## src/rtl/display_scan_driver.sv

```systemverilog
`default_nettype none
// ============================================================================
// Module      : display_scan_driver
// Description : 4-digit common-anode seven-segment scan driver with hex
//               decode, per-digit enable/decimal point and optional
//               leading-zero blanking.
// Revision    : 1.0 - initial release
// ============================================================================
module display_scan_driver #(
  parameter bit BLANK_LEADING_ZEROS = 1'b0
) (
  input  logic        slow_clock,
  input  logic        reset,
  input  logic [15:0] value,
  input  logic [3:0]  digit_en,
  input  logic [3:0]  dp_in,
  output logic [1:0]  anode_driver,
  output logic [3:0]  an,
  output logic [6:0]  seg,
  output logic        dp
);

  logic [1:0] r_digit;
  logic [3:0] w_nibble;
  logic [3:0] w_blank;
  logic       w_sel_blank;
  logic [6:0] w_hex;

  always_ff @(posedge slow_clock) begin
    if (reset) begin
      r_digit <= 2'd0;
    end else begin
      r_digit <= r_digit + 2'd1;
    end
  end

  assign anode_driver = r_digit;

  // Digit 0 always shows something; higher digits may vanish when they and
  // every digit above them are zero.
  generate
    for (genvar k = 0; k < 4; k++) begin : g_blank
      if (k == 0) begin : g_d0
        assign w_blank[k] = ~digit_en[k];
      end else begin : g_dk
        assign w_blank[k] = ~digit_en[k] |
                            (BLANK_LEADING_ZEROS & (value[15:4*k] == '0));
      end
    end
  endgenerate

  always_comb begin
    w_nibble = value[3:0];
    case (r_digit)
      2'd0: w_nibble = value[3:0];
      2'd1: w_nibble = value[7:4];
      2'd2: w_nibble = value[11:8];
      2'd3: w_nibble = value[15:12];
      default: w_nibble = value[3:0];
    endcase
  end

  assign w_sel_blank = w_blank[r_digit];

  always_comb begin
    w_hex = 7'h7F;
    case (w_nibble)
      4'h0: w_hex = 7'h40;
      4'h1: w_hex = 7'h79;
      4'h2: w_hex = 7'h24;
      4'h3: w_hex = 7'h30;
      4'h4: w_hex = 7'h19;
      4'h5: w_hex = 7'h12;
      4'h6: w_hex = 7'h02;
      4'h7: w_hex = 7'h78;
      4'h8: w_hex = 7'h00;
      4'h9: w_hex = 7'h10;
      4'hA: w_hex = 7'h08;
      4'hB: w_hex = 7'h03;
      4'hC: w_hex = 7'h46;
      4'hD: w_hex = 7'h21;
      4'hE: w_hex = 7'h06;
      4'hF: w_hex = 7'h0E;
      default: w_hex = 7'h7F;
    endcase
  end

  always_comb begin
    an = 4'b1111;
    if (!w_sel_blank) begin
      an[r_digit] = 1'b0;
    end
    seg = w_sel_blank ? 7'h7F : w_hex;
    dp  = w_sel_blank ? 1'b1 : ~dp_in[r_digit];
  end

endmodule
`default_nettype wire

```

## config.mk

```make
export PLATFORM = sky130hd
export DESIGN_NAME = display_scan_driver
export DESIGN_NICKNAME = d
export VERILOG_FILES = /design/src/rtl/display_scan_driver.sv
export SDC_FILE = /design/constraint.sdc
export NUM_CORES = 1
export LEC_CHECK = 0
export CORE_AREA = 3 3 40 42
export CTS_CLUSTER_SIZE = 20
export DETAILED_ROUTE_END_ITERATION = 8
export DIE_AREA = 0 0 43 45
export DONT_BUFFER_PORTS = 1
export PLACE_DENSITY = 0.65
export SETUP_SLACK_MARGIN = 0.4
export SLEW_MARGIN = 20
export SYNTH_ARGS = -nofsm -noshare
export SYNTH_HDL_FRONTEND = slang
export SYNTH_SLANG_ARGS = --single-unit
```

## constraint.sdc

```tcl
create_clock -name slow_clock -period 3.7 [get_ports slow_clock]
set_clock_uncertainty 0.15 [all_clocks]
set_input_delay 0.925 -clock slow_clock [delete_from_list [all_inputs] [get_ports slow_clock]]
set_output_delay 0.925 -clock slow_clock [all_outputs]
set_load 0.01 [all_outputs]
```

### Word level (Yosys, flattened, before mapping)

Memories as Yosys holds them, arrays and structs flattened.
Index checks and enable logic that the tools add are counted.

| operators by class | value |
|---|---|
| add/sub/neg operators | 1 |
| order comparisons | 2 |
| equality and inequality tests | 3 |
| muxes and demuxes | 10 |
| bitwise operators | 6 |
| reduce and logical (&&, ||, !) cells | 2 |

Operator list:

| kind | count |
|---|---|
| one-hot mux 4 bit (4 select lines) | 1 |
| 2-to-1 mux 7 bit | 1 |
| NOT 1 bit | 5 |
| binary-select mux 1 bit (select 2 bit) | 2 |
| == test 2 bit (second input constant) | 2 |
| 2-to-1 mux 1 bit | 4 |
| 2-to-1 mux 4 bit | 1 |
| NOT 4 bit | 1 |
| < comparator 2 x 3 -> 1 bit (second input constant) | 1 |
| adder 2 x 1 -> 2 bit (second input constant) | 1 |
| demux 1 bit (select 2 bit) | 1 |
| == test 2 x 1 -> 1 bit (second input constant) | 1 |
| >= comparator 2 x 1 -> 1 bit (second input constant) | 1 |
| logical NOT 2 bit | 1 |
| logical AND 1 bit | 1 |

| word-level totals | value |
|---|---|
| register bits | 2 |
| ROM bits | 112 |
| input port bits | 26 |
| output and inout bits | 14 |
| word-level logic and storage cells | 26 |
| memories kept | 1 |

Memories:

| name | words | bits a word | rd ports | clocked after Yosys merged registers in | write ports | RTL line | text |
|---|---|---|---|---|---|---|---|
| (name not given) | 16 | 7 | 1 | 0 | 0 | 67 | `case (w_nibble)` |

### Depth between registers and ports, before layout

| depth | value |
|---|---|
| depth in word-level cells | 6 |
| mapped depth | 10 |
| depth with buffers taken out | 9 |

### Worst setup path before layout

Ideal clock, no wire load.

| timing | value |
|---|---|
| path kind | register to output |
| from | reg r_digit[0] (netlist: anode_driver[0]) |
| to | out seg[3] |
| arrival | 2170 ps |
| required time | 2625 ps |
| slack | 455 ps |
| cell stages (with the launch flop) | 10 |
| buffers on the path | 1 |
| cells stage by stage | dfxtp_1 inv_1 ha_1 buf_2 nor2b_1 a21oi_1 inv_1 ha_1 mux2i_1 o32a_1 |

| on the way | value |
|---|---|
| longest elaborated chain between the ends | 4 |
| elaborated cells on any way between the ends | 9 |
| classes of those cells | eq/ne: 3; mux: 4; reduce/logical: 1; memory: 1 |

Ends and longest elaborated chain:

| what | RTL line | text |
|---|---|---|
| start, declared | 23 | `logic [1:0] r_digit;` |
| start signal, assigned | 33 | `r_digit <= r_digit + 2'd1;` |
| == test 2 bit, or another cell as far along | 54 | `case (r_digit)` |
| one-hot mux 4 bit (4 select lines) | 54 |  |
| memory (16 x 7 bit) | -- |  |
| 2-to-1 mux 7 bit * | 93 | `seg = w_sel_blank ? 7'h7F : w_hex;` |
| end, declared | 19 | `output logic [6:0] seg,` |

Every way passes the cells marked *; elsewhere a longest branch is shown, timed or not. The select of a mux whose other input is x is not followed.

### Final worst setup path

| timing | value |
|---|---|
| from | in value[8] |
| to | out seg[3] |

| on the way | value |
|---|---|
| longest elaborated chain between the ends | 3 |

Ends and longest elaborated chain:

| what | RTL line | text |
|---|---|---|
| start, declared | 14 | `input logic [15:0] value,` |
| one-hot mux 4 bit (4 select lines) | 54 |  |
| memory (16 x 7 bit) | -- |  |
| 2-to-1 mux 7 bit | 93 |  |

Every way passes these cells.

==> run metrics <==
first-pass GRT wire length ~2.3 mm; status complete, no violations; Crit Path Max Fanout 3; Mapped Area 586 um2; synth cell count leaders 10 x ha_1, 10 x inv_1, 6 x nand2_1; # DRC 0; clock slew at reported path FFs 0.03 ns; Max Slew Vio Count 0; vias between 500 and 600; min Tclk post-route 3.25 ns; CP max stage cell a222oi_1; fillers approximately 120; via/cell ratio 6.11; ANT cells 0; worst hold-check path type reg -> reg; Synth area leader ha_1; initial antenna violation count 0; worst vdd ir between 200 and 250 uV; #FFs+latches synth 2; Initial Util 0.456; HPWL Detailed 1.05 mm; EDFF count, synth 0; initial DRC count 8; Power Total 0.267 mW; Worst-Margin Slew 0.496 ns; number of global-route vias before repair about 530; CTS Buf Count 3; Core Box Area 1280 um2; Pwr per Cell Area 363 nW/um2; Avg Cell Area, Syn approximately 8.5 um2; Largest register FFs 2; Routed WL ~1.5 mm; Startpoint Class input port; asr flop ratio synth 0; # Max-Cap Violations 0; WS Path Type in -> out; Std-Cell Rows 13; layout cells sized above 1 0.429; CTS tree built; ranking of synthesized cells by area ha_1 21%, mux4_2 7.7%, dfxtp_1 6.8%; Final Cell Area between 700 and 800 um2; fin crit share 0.877; RSZ-0062 raised after global routing yes; post-synth net total roughly 110; relative max-transition margin 0.669; layout net count about 120; Die Y roughly 45 um; final setup TNS 0 ns; die area 1940 um2; port bufs 0; Overflow after GRT 0; CP required between 2 and 3 ns; CP cell instances a222oi_1 -> a21oi_2 -> buf_4 -> ha_2 -> inv_1 -> o211ai_1 -> o32a_1; P_leak around 0.3 nW; cell area after placement slightly below 600 um2; top-area cell type share of the netlist area 0.214; Worst-Skew Late Latency ~0.22 ns; top_reg_cell synth dfxtp_1; fin cells 92; DR WL/cell 16.6 um; synth warn 0; clk root buf clkbuf_4; hold depth 2; CTS Sinks 2; R2R depth 3; setup violators final 0; Syn Inst Count 69; die width 43 um; CP max stage delay between 0.3 and 0.4 ns; Worst R2R Setup Slack about 2.6 ns; Max Clock Freq 308 MHz; Max Root-Sink Buffers 2; H-tree depth 1; Core Util, Final 0.573; largest net degree at the start of global routing 13; IO Pins 40; placed insts ~80; Overall Global Routing Usage 0.153; GPL Wtd Cong 0.819; drt first pass iters 4; Worst Path Arrival ~2.2 ns; area grow syn2layout 25.6%; Hold Fails Final Rpt 0; count of cell types in the netlist 30; Worst setup EP type output pin; Seq/Total Area, Yosys 0.0684; post-route ant nets 0
cell usage in the layout, fill, tap and decap left out, types with 2 or more instances in the layout:
cell type / n
a21oi_1: 3
a222oi_1: 2
a22oi_1: 2
buf_4: 7
clkbuf_4: 3
ha_1: 4
ha_2: 3
ha_4: 3
inv_1: 5
inv_2: 5
mux2i_1: 4
mux4_2: 2
nand2_1: 6
nor2_1: 2
nor2b_1: 3
o221ai_1: 2
worst paths after layout:
| path | startpoint | end |
|---|---|---|
| max reg2reg | anode_driver[0] | anode_driver[1] |
| max | value[8] | seg[3] |
| min reg2reg | anode_driver[0] | anode_driver[0] |
| min | anode_driver[0] | anode_driver[0] |
stage by stage:
stage	setup WS (ns)	hold slack (ns)
final	0.453	0.482
after global routing	0.384	0.522
after CTS	0.383	0.485
after detailed placement	0.307	0.477
after global placement	0.360	0.460
after floorplan	0.455	0.383
metal layers:
metal,vias up,global-route usage,part of all wire
met5,-,0,0
met4,0,0.0723,0
met3,0,0.0398,0.059
met2,25,0.251,0.50
met1,255,0.186,0.44
li1,282,-,-
area by class of cell:
class	count	area [um2]	area share
clock buffers	3	22.5	0.0306
inverters	10	37.5	0.0510
multi-input cells	55	559	0.760
flip-flops and latches	2	45.0	0.0612
well taps	15	18.8	0.0255
repair buffers	7	52.6	0.0714
report_power, final:
part           leakage [nW]  internal, mW  switching (mW)
Combinational         0.266        0.0825           0.107
Sequential           0.0175        0.0242         0.00484
Clock                0.0138        0.0358          0.0126
logic make-up after synthesis:
family	count (synthesis)	share of synthesized area
AOI/OAI and AO/OA	22	0.310
xor gates and xnor gates	1	0.0150
adders and majority gates	10	0.214
muxes	6	0.145
buffers and inverters	13	0.107
DFF	2	0.0684
and+or+nand+nor	15	0.141
worst max-delay path: cells and delay by family:
kind | cells | cell delay [ns]
AO/OA/AOI/OAI | 4 | 0.82
buffers and inverters | 2 | 0.24
adder cells (fa/ha/maj) | 1 | 0.17
repair_timing:
item / CTS / global route
setup endpoints to repair: 7 / 7
hold buffers: 0 / 0
pin swaps: 5 / 6
buffers inserted: 4 / 2
resized for setup: 3 / 18
gates cloned: 0 / 1
Power figures use the tool's default switching activity.
==> RTL edit, RTL diff (same flow settings) <==
Set the parameter `BLANK_LEADING_ZEROS` to 1'b1 (it was 1'b0).
--- a/src/rtl/display_scan_driver.sv
+++ b/src/rtl/display_scan_driver.sv
@@ -7,7 +7,7 @@
 // Revision    : 1.0 - initial release
 // ============================================================================
 module display_scan_driver #(
-  parameter bit BLANK_LEADING_ZEROS = 1'b0
+  parameter bit BLANK_LEADING_ZEROS = 1'b1
 ) (
   input  logic        slow_clock,
   input  logic        reset,
Function: changed (a bounded check fails within 4 cycles, from zero or initial values and one cycle with reset high).
==> RTL edit against the unedited design <==
  * Utilization increased by 12 points
  * Design area increased by 21%
  * Worst setup slack worse by 50 ps
  * Sequential cell count is the same
  * Global-route usage is 4.9 points higher
  * Routed wire length up 27%
  * Area after synthesis grew 7.1%
  * Power increased by 7.5%
  * Critical endpoint is now seg[5]
==> RTL edit: results (changes against the unedited design) <==
----------------------------------------------------
[Placed design]
  Routability-driven placement congestion ratio ... 0.895 (was 0.819)
  Pre-CTS worst setup slack ... 256 ps (was 307 ps)
  DP Wirelength ... 1340 µm (was 1050 µm)
  Cells after DPL ... 95 (was 82)

[Logic synthesis]
  Commonest cells post-synth ... 11 x sky130_fd_sc_hd__ha_1, 9 x sky130_fd_sc_hd__nand2_1, 8 x sky130_fd_sc_hd__inv_1, 8 x sky130_fd_sc_hd__nor2_1 (was 10 x sky130_fd_sc_hd__ha_1, 10 x sky130_fd_sc_hd__inv_1, 6 x sky130_fd_sc_hd__nand2_1, 4 x sky130_fd_sc_hd__a21oi_1, 4 x sky130_fd_sc_hd__mux2i_1)
  Synth Warn # ... 0 (unchanged)
  Count of distinct cell types in the synthesized netlist ... 27 (was 30)
  Top_reg_cell synth ... sky130_fd_sc_hd__dfxtp_1 (unchanged)
  Post-Syn Area per Cell ... 8.04 µm² (was 8.49 µm²)
  Top cells by area, synth ... sky130_fd_sc_hd__ha_1 22%, sky130_fd_sc_hd__mux2_2 7.2%, sky130_fd_sc_hd__a222oi_1 6.4% (was sky130_fd_sc_hd__ha_1 21%, sky130_fd_sc_hd__mux4_2 7.7%, sky130_fd_sc_hd__dfxtp_1 6.8%)
  Sequential area share after synthesis ... 6.39% (was 6.84%)
  Net Count, Synth ... 115 (was 105)

[Global routing]
  Pin count of the biggest net entering global routing ... 10 (was 13)
  GR Util All Layers ... 20.1% (was 15.3%)
  Wire length of the first global-routing pass ... 2950 µm (was 2260 µm)
  Vias in the first global route ... 707 (was 528)

[Routing]
  Routed via count ... 691 (was 562)
  Routed wire per std cell ... 17.8 µm (was 16.6 µm)
  First-pass detailed-route iteration total ... 6 (was 4)
  Wire length reported by the detailed router ... 1940 µm (was 1520 µm)
  Detailed router's first-iteration violation count ... 29 (was 8)

[Critical path]
  Longest individual stage delay on the worst path ... 530 ps (was 360 ps)
  Top delay family on crit path ... compound AO/OA/AOI/OAI gates (unchanged)
  Critical-path top delay cell ... sky130_fd_sc_hd__or4_4 (was sky130_fd_sc_hd__a222oi_1)
  Maximum net fanout on the critical path ... 4 (was 3)

[Cells and area]
  Ratio of cells with drive above 1 in the final layout ... 57.4% (was 42.9%)
  Number of nets in the final layout ... 133 (was 115)

[Power and ir drop]
  Worst VDD drop ... 0.000219 V (was 0.000220 V)
  Net Switching ... 0.130 mW (was 0.124 mW)
  Static Leak ... 0.378 nW (was 0.297 nW)

[STA]
  Rel. slew slack ... 69.7% (was 66.9%)

[Clock network]
  Insertion delay to the later sink of the worst-skew pair ... 220 ps (about the same)
  Deepest clock path buffer count ... 2 (unchanged)

[Outcome]
  Status ... completed (unchanged)

[Worst hold path]
  Hold WC Path Type ... reg2reg (unchanged)

----------------------------------------------------
[RTL edit: changes by cell type after synthesis, sizes merged, moves of 2 or more]
cell,delta
a222oi,+2
a22o,-2
buf,-2
inv,-2
mux2,+4
nand2,+3
nor2,+6
nor2b,-2
nor3,+3
o211ai,+2
o221ai,-2
or4,+3
[RTL edit: power groups by stage]
stage                     clock network (mW)  registers, mW  logic (mW)
final                                 0.0470         0.0271       0.213
after detailed placement                   0         0.0273       0.145
after global placement                     0         0.0272       0.143
after floorplan                            0         0.0285       0.115
after CTS                             0.0507         0.0273       0.167
after global routing                  0.0558         0.0275       0.230
[RTL edit: logic make-up (layout without fill, tap and decap cells)]
| group | count (synthesis) | in the layout | share of synthesized area (%) |
|---|---|---|---|
| AO/OA/AOI/OAI | 20 | 20 | 27.3 |
| buffers and inverters | 10 | 26 | 7.19 |
| adder cells (fa/ha/maj) | 11 | 11 | 22.0 |
| flip-flops | 2 | 2 | 6.39 |
| AND/OR/NAND/NOR | 26 | 26 | 20.0 |
| multiplexers | 9 | 9 | 17.2 |
[RTL edit: final cells by class]
| type | count | area (µm²) |
|---|---|---|
| fill | 99 | 393 |
| timing repair buffer | 15 | 113 |
| inverter | 8 | 32.5 |
| sequential | 2 | 45.0 |
| tap | 15 | 18.8 |
| multi-input combinational | 66 | 661 |
| clock buffer | 3 | 22.5 |
[RTL edit: final timing paths]
| check | startpoint | to | slack (ps) | cells after the start |
|---|---|---|---|---|
| setup / recovery | value[5] | seg[5] | 400 | 5 |
| hold / removal | anode_driver[0]$_SDFF_PP0_ | anode_driver[0]$_SDFF_PP0_ | 440 | 2 |
| setup reg to reg | anode_driver[0]$_SDFF_PP0_ | anode_driver[1]$_SDFF_PP0_ | 2580 | 3 |
| hold reg to reg | anode_driver[0]$_SDFF_PP0_ | anode_driver[0]$_SDFF_PP0_ | 440 | 2 |
[RTL edit: per-layer routing]
metal,track usage (%),share of wire (%),vias to the layer above
met5,0,0,-
met4,8.43,0,0
met3,3.98,9.5,0
met2,35.9,48,46
met1,23.5,42,315
li1,-,-,330
[RTL edit: timing repair]
item / CTS / global route
buffers inserted: 6 / 5
resized for setup: 11 / 25
setup endpoints to repair: 7 / 12
pin swaps: 3 / 11
[RTL edit: through the flow]
stage | utilization, % | cell area (µm²)
after detailed placement | 51.4 | 661
after global placement | 51.4 | 661
after CTS | 59.0 | 758
after global routing | 69.4 | 892
after floorplan | - | 627
final | 69.4 | 892
[RTL edit: worst reg2reg max path, cell delays in order, from the launching register on]
cell and delay [ps]:
sky130_fd_sc_hd__dfxtp_4 360, sky130_fd_sc_hd__inv_2 70, sky130_fd_sc_hd__ha_1 290, sky130_fd_sc_hd__nor2b_1 130
